## config.mk

```make
export PLATFORM = sky130hd
export DESIGN_NAME = sig_debounce
export DESIGN_NICKNAME = d
export VERILOG_FILES = /design/src/rtl/sig_debounce.sv
export SDC_FILE = /design/constraint.sdc
export NUM_CORES = 1
export LEC_CHECK = 0
export ABC_AREA = 1
export BUFFER_PORTS_ARGS = -buffer_cell sky130_fd_sc_hd__buf_2
export CORE_UTILIZATION = 56
export CTS_BUF_LIST = sky130_fd_sc_hd__clkbuf_16
export DETAILED_ROUTE_END_ITERATION = 16
export PLACE_DENSITY = 0.84
export SKIP_LAST_GASP = 1
export SLEW_MARGIN = 20
export SYNTH_ARGS = -nofsm -noshare
export SYNTH_HDL_FRONTEND = slang
export SYNTH_SLANG_ARGS = --single-unit
```

## constraint.sdc

```tcl
create_clock -name clk -period 2.07 [get_ports clk]
set_clock_uncertainty 0.15 [all_clocks]
set_input_delay 0 -clock clk [delete_from_list [all_inputs] [get_ports clk]]
set_output_delay 0 -clock clk [all_outputs]
set_load 0.05 [all_outputs]
```

## src/rtl/sig_debounce.sv

```systemverilog
// Synchronises and debounces a raw asynchronous level. A new level must hold for STABLE_CYCLES
// synchronised samples before it is accepted, and rejected transitions are counted as glitches.
module sig_debounce #(
    parameter int SYNC_STAGES   = 2,
    parameter int STABLE_CYCLES = 4,
    parameter int GLITCH_W      = 8
) (
    input  logic                clk,
    input  logic                rstn,
    input  logic                sig_raw,
    input  logic                glitch_clr,
    output logic                sig,
    output logic                settling,
    output logic [GLITCH_W-1:0] glitch_cnt
);

    localparam int                CNT_W      = $clog2(STABLE_CYCLES);
    localparam logic [CNT_W-1:0]  CNT_ONE    = CNT_W'(1);
    localparam logic [CNT_W-1:0]  CNT_LAST   = CNT_W'(STABLE_CYCLES - 1);
    localparam logic [GLITCH_W-1:0] GLITCH_MAX = {GLITCH_W{1'b1}};

    typedef enum logic [1:0] {
        STABLE_LO,
        CHECK_HI,
        STABLE_HI,
        CHECK_LO
    } state_t;

    logic [SYNC_STAGES-1:0] sync_q;
    logic                   s;
    state_t                 state_q, state_d;
    logic [CNT_W-1:0]       cnt_q, cnt_d;
    logic                   sig_q, sig_d;
    logic                   glitch;
    logic [GLITCH_W-1:0]    glitch_q;

    // Only the last synchroniser stage is allowed to feed logic.
    assign s = sync_q[SYNC_STAGES-1];

    // NOTE: sequential state uses non-blocking assignments so every flop samples pre-edge values.
    always_ff @(posedge clk or negedge rstn) begin
        if (!rstn) begin
            sync_q <= '0;
        end else begin
            sync_q <= {sync_q[SYNC_STAGES-2:0], sig_raw};
        end
    end

    always_ff @(posedge clk or negedge rstn) begin
        if (!rstn) begin
            state_q <= STABLE_LO;
            cnt_q   <= '0;
            sig_q   <= 1'b0;
        end else begin
            state_q <= state_d;
            cnt_q   <= cnt_d;
            sig_q   <= sig_d;
        end
    end

    // NOTE: every output of this block is defaulted first, so no path can infer a latch.
    always_comb begin
        state_d = state_q;
        cnt_d   = cnt_q;
        sig_d   = sig_q;
        glitch  = 1'b0;
        unique case (state_q)
            STABLE_LO: begin
                if (s) begin
                    state_d = CHECK_HI;
                    cnt_d   = CNT_ONE;
                end
            end
            CHECK_HI: begin
                if (!s) begin
                    state_d = STABLE_LO;
                    cnt_d   = '0;
                    glitch  = 1'b1;
                end else if (cnt_q == CNT_LAST) begin
                    state_d = STABLE_HI;
                    cnt_d   = '0;
                    sig_d   = 1'b1;
                end else begin
                    cnt_d = cnt_q + CNT_ONE;
                end
            end
            STABLE_HI: begin
                if (!s) begin
                    state_d = CHECK_LO;
                    cnt_d   = CNT_ONE;
                end
            end
            CHECK_LO: begin
                if (s) begin
                    state_d = STABLE_HI;
                    cnt_d   = '0;
                    glitch  = 1'b1;
                end else if (cnt_q == CNT_LAST) begin
                    state_d = STABLE_LO;
                    cnt_d   = '0;
                    sig_d   = 1'b0;
                end else begin
                    cnt_d = cnt_q + CNT_ONE;
                end
            end
            default: begin
                state_d = STABLE_LO;
                cnt_d   = '0;
                sig_d   = 1'b0;
            end
        endcase
    end

    // A clear in the same cycle as a glitch wins; that glitch is dropped.
    always_ff @(posedge clk or negedge rstn) begin
        if (!rstn) begin
            glitch_q <= '0;
        end else if (glitch_clr) begin
            glitch_q <= '0;
        end else if (glitch && (glitch_q != GLITCH_MAX)) begin
            glitch_q <= glitch_q + GLITCH_W'(1);
        end
    end

    assign sig        = sig_q;
    assign settling   = (state_q == CHECK_HI) || (state_q == CHECK_LO);
    assign glitch_cnt = glitch_q;

endmodule

```

==> Yosys cells after proc, flatten, opt, wreduce, memory -nomap -nowiden <==
Cells that the tools add are included.
{ "word_totals": {"word_cells": 50, "reg_bits": 15, "output_inout_bits": 10, "input_bits": 4} }
{ "op_classes": {"n_eq_ne": 13, "reduce_logical": 8, "mux": 22, "addsub": 2} }
{ "op_table": {"columns": ["cell", "count"], "rows": [
  ["$mux 2", 10],
  ["$mux 8", 2],
  ["$pmux 2 s4", 2],
  ["$ne 2x2->1 const B", 6],
  ["$add 8x1->8 const B", 1],
  ["$ne 8x8->1 const B", 1],
  ["$eq 2x2->1 const B", 3],
  ["$mux 1", 6],
  ["$ne 3x3->1 const B", 2],
  ["$reduce_and 5->1", 1],
  ["$pmux 1 s2", 2],
  ["$reduce_and 4->1", 1],
  ["$reduce_bool 2->1", 2],
  ["$add 2x1->2 const B", 1],
  ["$eq 2x1->1 const B", 1],
  ["$logic_not 2->1", 1],
  ["$reduce_and 2->1", 1],
  ["$logic_and 1x1->1", 1],
  ["$logic_or 1x1->1", 1]
]} }

==> Logic depth before layout (Yosys ltp) <==
{ "logic_depth": {"word_depth": 5, "depth_mapped": 9, "ltp_nobuf": 9} }

==> Least setup slack after synthesis <==
Ideal clock, no wire load.
{ "synth_path": {"path_type": "register -> register", "start": "register glitch_q[1] (netlist: glitch_cnt[1])", "end": "register glitch_q[5] (netlist: glitch_cnt[5])", "n_path_buf": 0, "path_slack_ns": 0.322, "setup_time_ns": 0.066, "path_stages_with_launch": 10, "t_arrival_ns": 1.532, "synth_period_minus_slack_ns": 1.748, "t_required_ns": 1.854, "cell_sequence": "dfrtp_1 > ha_1 > nand2_2 > nor2_4 > nand2_2 > nand2_4 > nand2_4 > clkinv_2 > nand2_1 > nand2_1"} }
{ "synth_between": {"elab_chain_len": 3, "word_cells_on_any_way": 6, "classes_between": "1 x add/sub; 1 x eq/ne; 2 x mux; 2 x reduce/logical"} }
{ "synth_lines": {"columns": ["item", "line_no", "rtl"], "rows": [
  ["start: declaration", "35", "logic [GLITCH_W-1:0] glitch_q;"],
  ["start signal: assignment", "121", "glitch_q <= glitch_q + GLITCH_W'(1);"],
  ["$add 8x1->8 or $ne 8x8->1 (tied branches)", "121, 120", null],
  ["$mux 8 or $logic_and 1x1->1 (tied branches)", "120", "end else if (glitch && (glitch_q != GLITCH_MAX)) begin"],
  ["$mux 8 or $reduce_bool 2->1 (tied branches)", null, null]
]} }
Parallel ways exist; a longest one is shown, timed or not. The select of a mux whose other input is x is not followed.
A chain may end at the register's enable or synchronous reset.

==> Worst setup path after layout <==
{ "layout_path": {"start": "register glitch_q[1] (netlist: glitch_cnt[1])", "end": "register glitch_q[6] (netlist: glitch_cnt[6])"} }
Same word-level chain as after synthesis.

==> results <==
- TritonCTS built the clock tree.
- The routed design uses 863 microns of met2 wire.
- The number of buffers inserted for hold repair after clock tree synthesis is 3.
- The flow ran to the end, and the final reports show no timing, DRC or antenna violations.
- Summing every instance area after synthesis gives approximately 760 sq um.
- Among all cell types in the netlist, the one instantiated most often is sky130_fd_sc_hd__nand2_1.
- Summed over all failing endpoints, the final setup total negative slack is 0 ps.
- The count of pins over their slew limit is 0.
- CTS built an H-tree with a depth of 1.
- Timing analysis after detailed placement gives a worst setup slack of 555 ps.
- The commonest cells after synthesis are sky130_fd_sc_hd__nand2_1 (26), sky130_fd_sc_hd__dfrtp_1 (15), sky130_fd_sc_hd__inv_1 (10).
- The chip width is 38.9 microns.
- Summed over all cells, the static leakage comes to between 0.4 and 0.5 nW.
- The maximum cell stage delay along the critical path is around 400 ps.
- Cells fill around four fifths of the core in the end.
- The post-route worst setup slack is just under 500 ps.
- After detailed routing, the number of vias per cell comes to 5.49.
- Dividing the detail-routed wire length by the instance count gives between 10 and 15 microns.
- 14 I/O pins were placed.
- The number of nets in the layout is 120.
- The dominant cell type by area after synthesis is sky130_fd_sc_hd__dfrtp_1.
- Global routing consumed, over all layers together, a little under 30% of the routing resources.
- The final clock period utilization by the worst path is approximately three quarters.
- The detailed router's first-iteration violation count is 35.
- The cell type of the slowest stage on the worst timing path is sky130_fd_sc_hd__dfrtp_1.
- The post-synthesis sequential area ratio is roughly 49%.
- The total clock sinks is 15.
- The wire length of the first global-routing pass is between 2000 and 3000 microns.
- The number of failing setup endpoints in the final timing report is 0.
- Synthesis produced 94 cells.
- STA classifies the critical path endpoint as a flip-flop.
- Signal routing reaches up to met4.
- The synthesized design contains 15 register bits.
- STA classifies the critical path startpoint as a flip-flop.
- The largest vdd supply drop is around 800 uV.
- Once the clock tree was built, the setup fixing pass inserted 0 buffers.
- Yosys mapped a number of flops with a built-in enable equal to 0.
- The predominant post-synthesis flop cell is sky130_fd_sc_hd__dfrtp_1.
- The wire length the detailed router placed on met1 is 800 microns.
- At the pin with the least slew margin, the transition time is about 330 ps.
- Routability-driven placement finished with a final weighted congestion of 0.833.
- The clock transition at the register clock pins on the worst setup and hold paths after CTS is around 50 ps.
- Entering global routing, the biggest net connects 16 pins.
- Headroom to the max-slew limit came out at ~80%.
- The share of the synthesized area in the top cell type is approximately half.
- Max-cap violations in this run came to 0.
- The worst min-delay path category is primary input to asynchronous set/reset pin.
- The region available for standard cell placement spans 0.00119 sq mm.
- The initial antenna violation count was 0.
- The number of global-route vias before repair is 657.
- The number of nets in the synthesized netlist is 100.
- The sum of net half-perimeters after detailed placement is between 1000 and 1500 microns.
- The number of hold violations in the final report is 0.
- Clock latency on the worst-skew pair, taken at its later pin, is 250 ps.
- The area enclosed by the die boundary is between 0.0015 and 0.002 sq mm.
- The post-route antenna net violation count is 0.
- The classification of the worst setup path is flip-flop to flip-flop.
- The design draws 1.14 mW.
- The data required time of the worst path is roughly 2000 ps.
- Static timing analysis puts the maximum clock frequency at 0.634 GHz.
- The cell area power density is ~1200 mW/mm^2.
- The share of synthesized flip-flops with an asynchronous set or reset is 100%.
- The worst path in the final design needs a cycle of ~1600 ps, including I/O delays and setup.
- In the routed design, unresolved DRC markers number 0.
- The final route contains approximately 700 vias.
- The endpoint arrival time on the critical path is roughly 1600 ps.
- The total number of yosys warnings is 0.
- Once placement completed, the tool counted placed cells totaling 120.
- The number of diodes added for antenna fixing is 0.
- The total clock buffers created by CTS is 3.
- The count of distinct cell types in the synthesized netlist is 20.
- The number of rows in the core area is 12.
- In the final layout, the share of cells above drive strength 1 is a little over a fifth.
- Dividing the synthesized area by the synthesized cell count gives slightly above 8 sq um.
- During placement, the flow inserted port buffers numbering 13.
- The number of buffers on the longest clock path is 2.
- The final cell count without fillers is between 100 and 150.
- Walking the worst path, the cells encountered are ha_1 > nand2_2 > nor2_4 > nand2_2 > nand2_4 > nand2_4 > clkinv_2 > nand2_1 > nand2_1.
- The highest net fanout along the worst path is 6.
- The residual overflow from global routing is 0.
- The initial utilization of the core area, before any placement, comes to around 64%.
- The first detailed-routing pass took 4 iterations.
- The aggregate routed wire length is 1770 microns.
- The synthesis-to-layout area growth is 24.6%.
- The root buffer cell chosen for the clock tree is sky130_fd_sc_hd__clkbuf_16.
- The y dimension of the die is approximately 40 microns.
- The quantity of gates resized following cts is 0.
- Setup repair after global routing left no endpoint under its margin.
- Sorting the synthesized cells by area gives the leading types as sky130_fd_sc_hd__dfrtp_1 (49%), sky130_fd_sc_hd__nand2_1 (13%), sky130_fd_sc_hd__inv_1 (4.9%).
- The routed wire length on met3 is about 85 microns.
critical path, delay by kind of cell (launching register included):
kind          cells  cell delay (ps)
fa+ha+maj         1              230
buf+inv           1              110
flops             1              410
simple gates      7              550
logic make-up (layout without fill, tap and decap cells):
family | Yosys count | after routing | synth area share [%]
muxes | 1 | 1 | 1.31
adders and majority gates | 2 | 2 | 3.28
xor gates and xnor gates | 2 | 2 | 2.30
buffers and inverters | 14 | 33 | 7.06
AOI/OAI and AO/OA | 10 | 10 | 6.57
DFF | 15 | 15 | 49.3
and+or+nand+nor | 50 | 50 | 30.2
power by group:
group | switching, mW | internal (mW) | total [mW] | leakage, nW
Sequential | 0.0548 | 0.355 | 0.410 | 0.196
Clock | 0.118 | 0.256 | 0.374 | 0.0423
Combinational | 0.256 | 0.100 | 0.356 | 0.256
Total | 0.429 | 0.711 | 1.14 | 0.494
worst paths after layout:
| check | from | end | slack, ps | cells past startpoint |
|---|---|---|---|---|
| max | glitch_cnt[1] | glitch_cnt[6] | 490 | 9 |
| min | rstn | cnt_q[0] | 50 | 2 |
| max reg2reg | glitch_cnt[1] | glitch_cnt[6] | 490 | 9 |
| min in group clk | sync_q[0] | sync_q[1] | 200 | 0 |
| min reg2reg | sync_q[0] | sync_q[1] | 200 | 0 |
| max in group asynchronous | rstn | glitch_cnt[5] | 1480 | 2 |
cell type report:
class	count	area (sq um)
timing repair buffer	16	95.1
sequential	15	375
inverter	13	50.0
fill	84	236
multi-input combinational	65	333
clock buffer	3	75.1
tap	14	17.5
clock inverter	1	3.75
layer usage:
layer  vias to the layer above  GRT usage [%]
li1                        336              -
met1                       334           36.6
met2                        25           48.3
met3                         2           6.94
met4                         0           12.9
met5                         -              0
sequential cells by signal, summed over array words and instances, names as in the netlist, named ones only:
| register | flops |
|---|---|
| sig | 1 |
| state_q | 1 |
| glitch_cnt | 8 |
| cnt_q | 2 |
| sync_q | 2 |
stage by stage:
stage               instance area (sq um)  hold WS [ps]
global route                          950          91.5
global placement                      841          -237
finish                                950          46.3
floorplan                             762          -446
CTS                                   950          48.8
detailed placement                    841          -231
layout by cell type (no fill, tap or decap):
master                          instances
sky130_fd_sc_hd__mux2i_1                1
sky130_fd_sc_hd__inv_2                  2
sky130_fd_sc_hd__a21oi_1                1
sky130_fd_sc_hd__nor3_1                 1
sky130_fd_sc_hd__o21ai_0                3
sky130_fd_sc_hd__dlygate4sd3_1          3
sky130_fd_sc_hd__nand3_1                7
sky130_fd_sc_hd__o21ai_1                6
sky130_fd_sc_hd__ha_1                   2
sky130_fd_sc_hd__clkbuf_16              3
sky130_fd_sc_hd__nor2_4                 1
sky130_fd_sc_hd__clkinv_2               1
sky130_fd_sc_hd__nand2_1               26
sky130_fd_sc_hd__inv_1                 11
sky130_fd_sc_hd__xor2_1                 1
sky130_fd_sc_hd__buf_2                 13
sky130_fd_sc_hd__nand2_4                2
sky130_fd_sc_hd__nor2_1                 9
sky130_fd_sc_hd__xnor2_1                1
sky130_fd_sc_hd__nand4_1                2
sky130_fd_sc_hd__nand2_2                2
sky130_fd_sc_hd__dfrtp_1               15
Power figures use the tool's default switching activity.
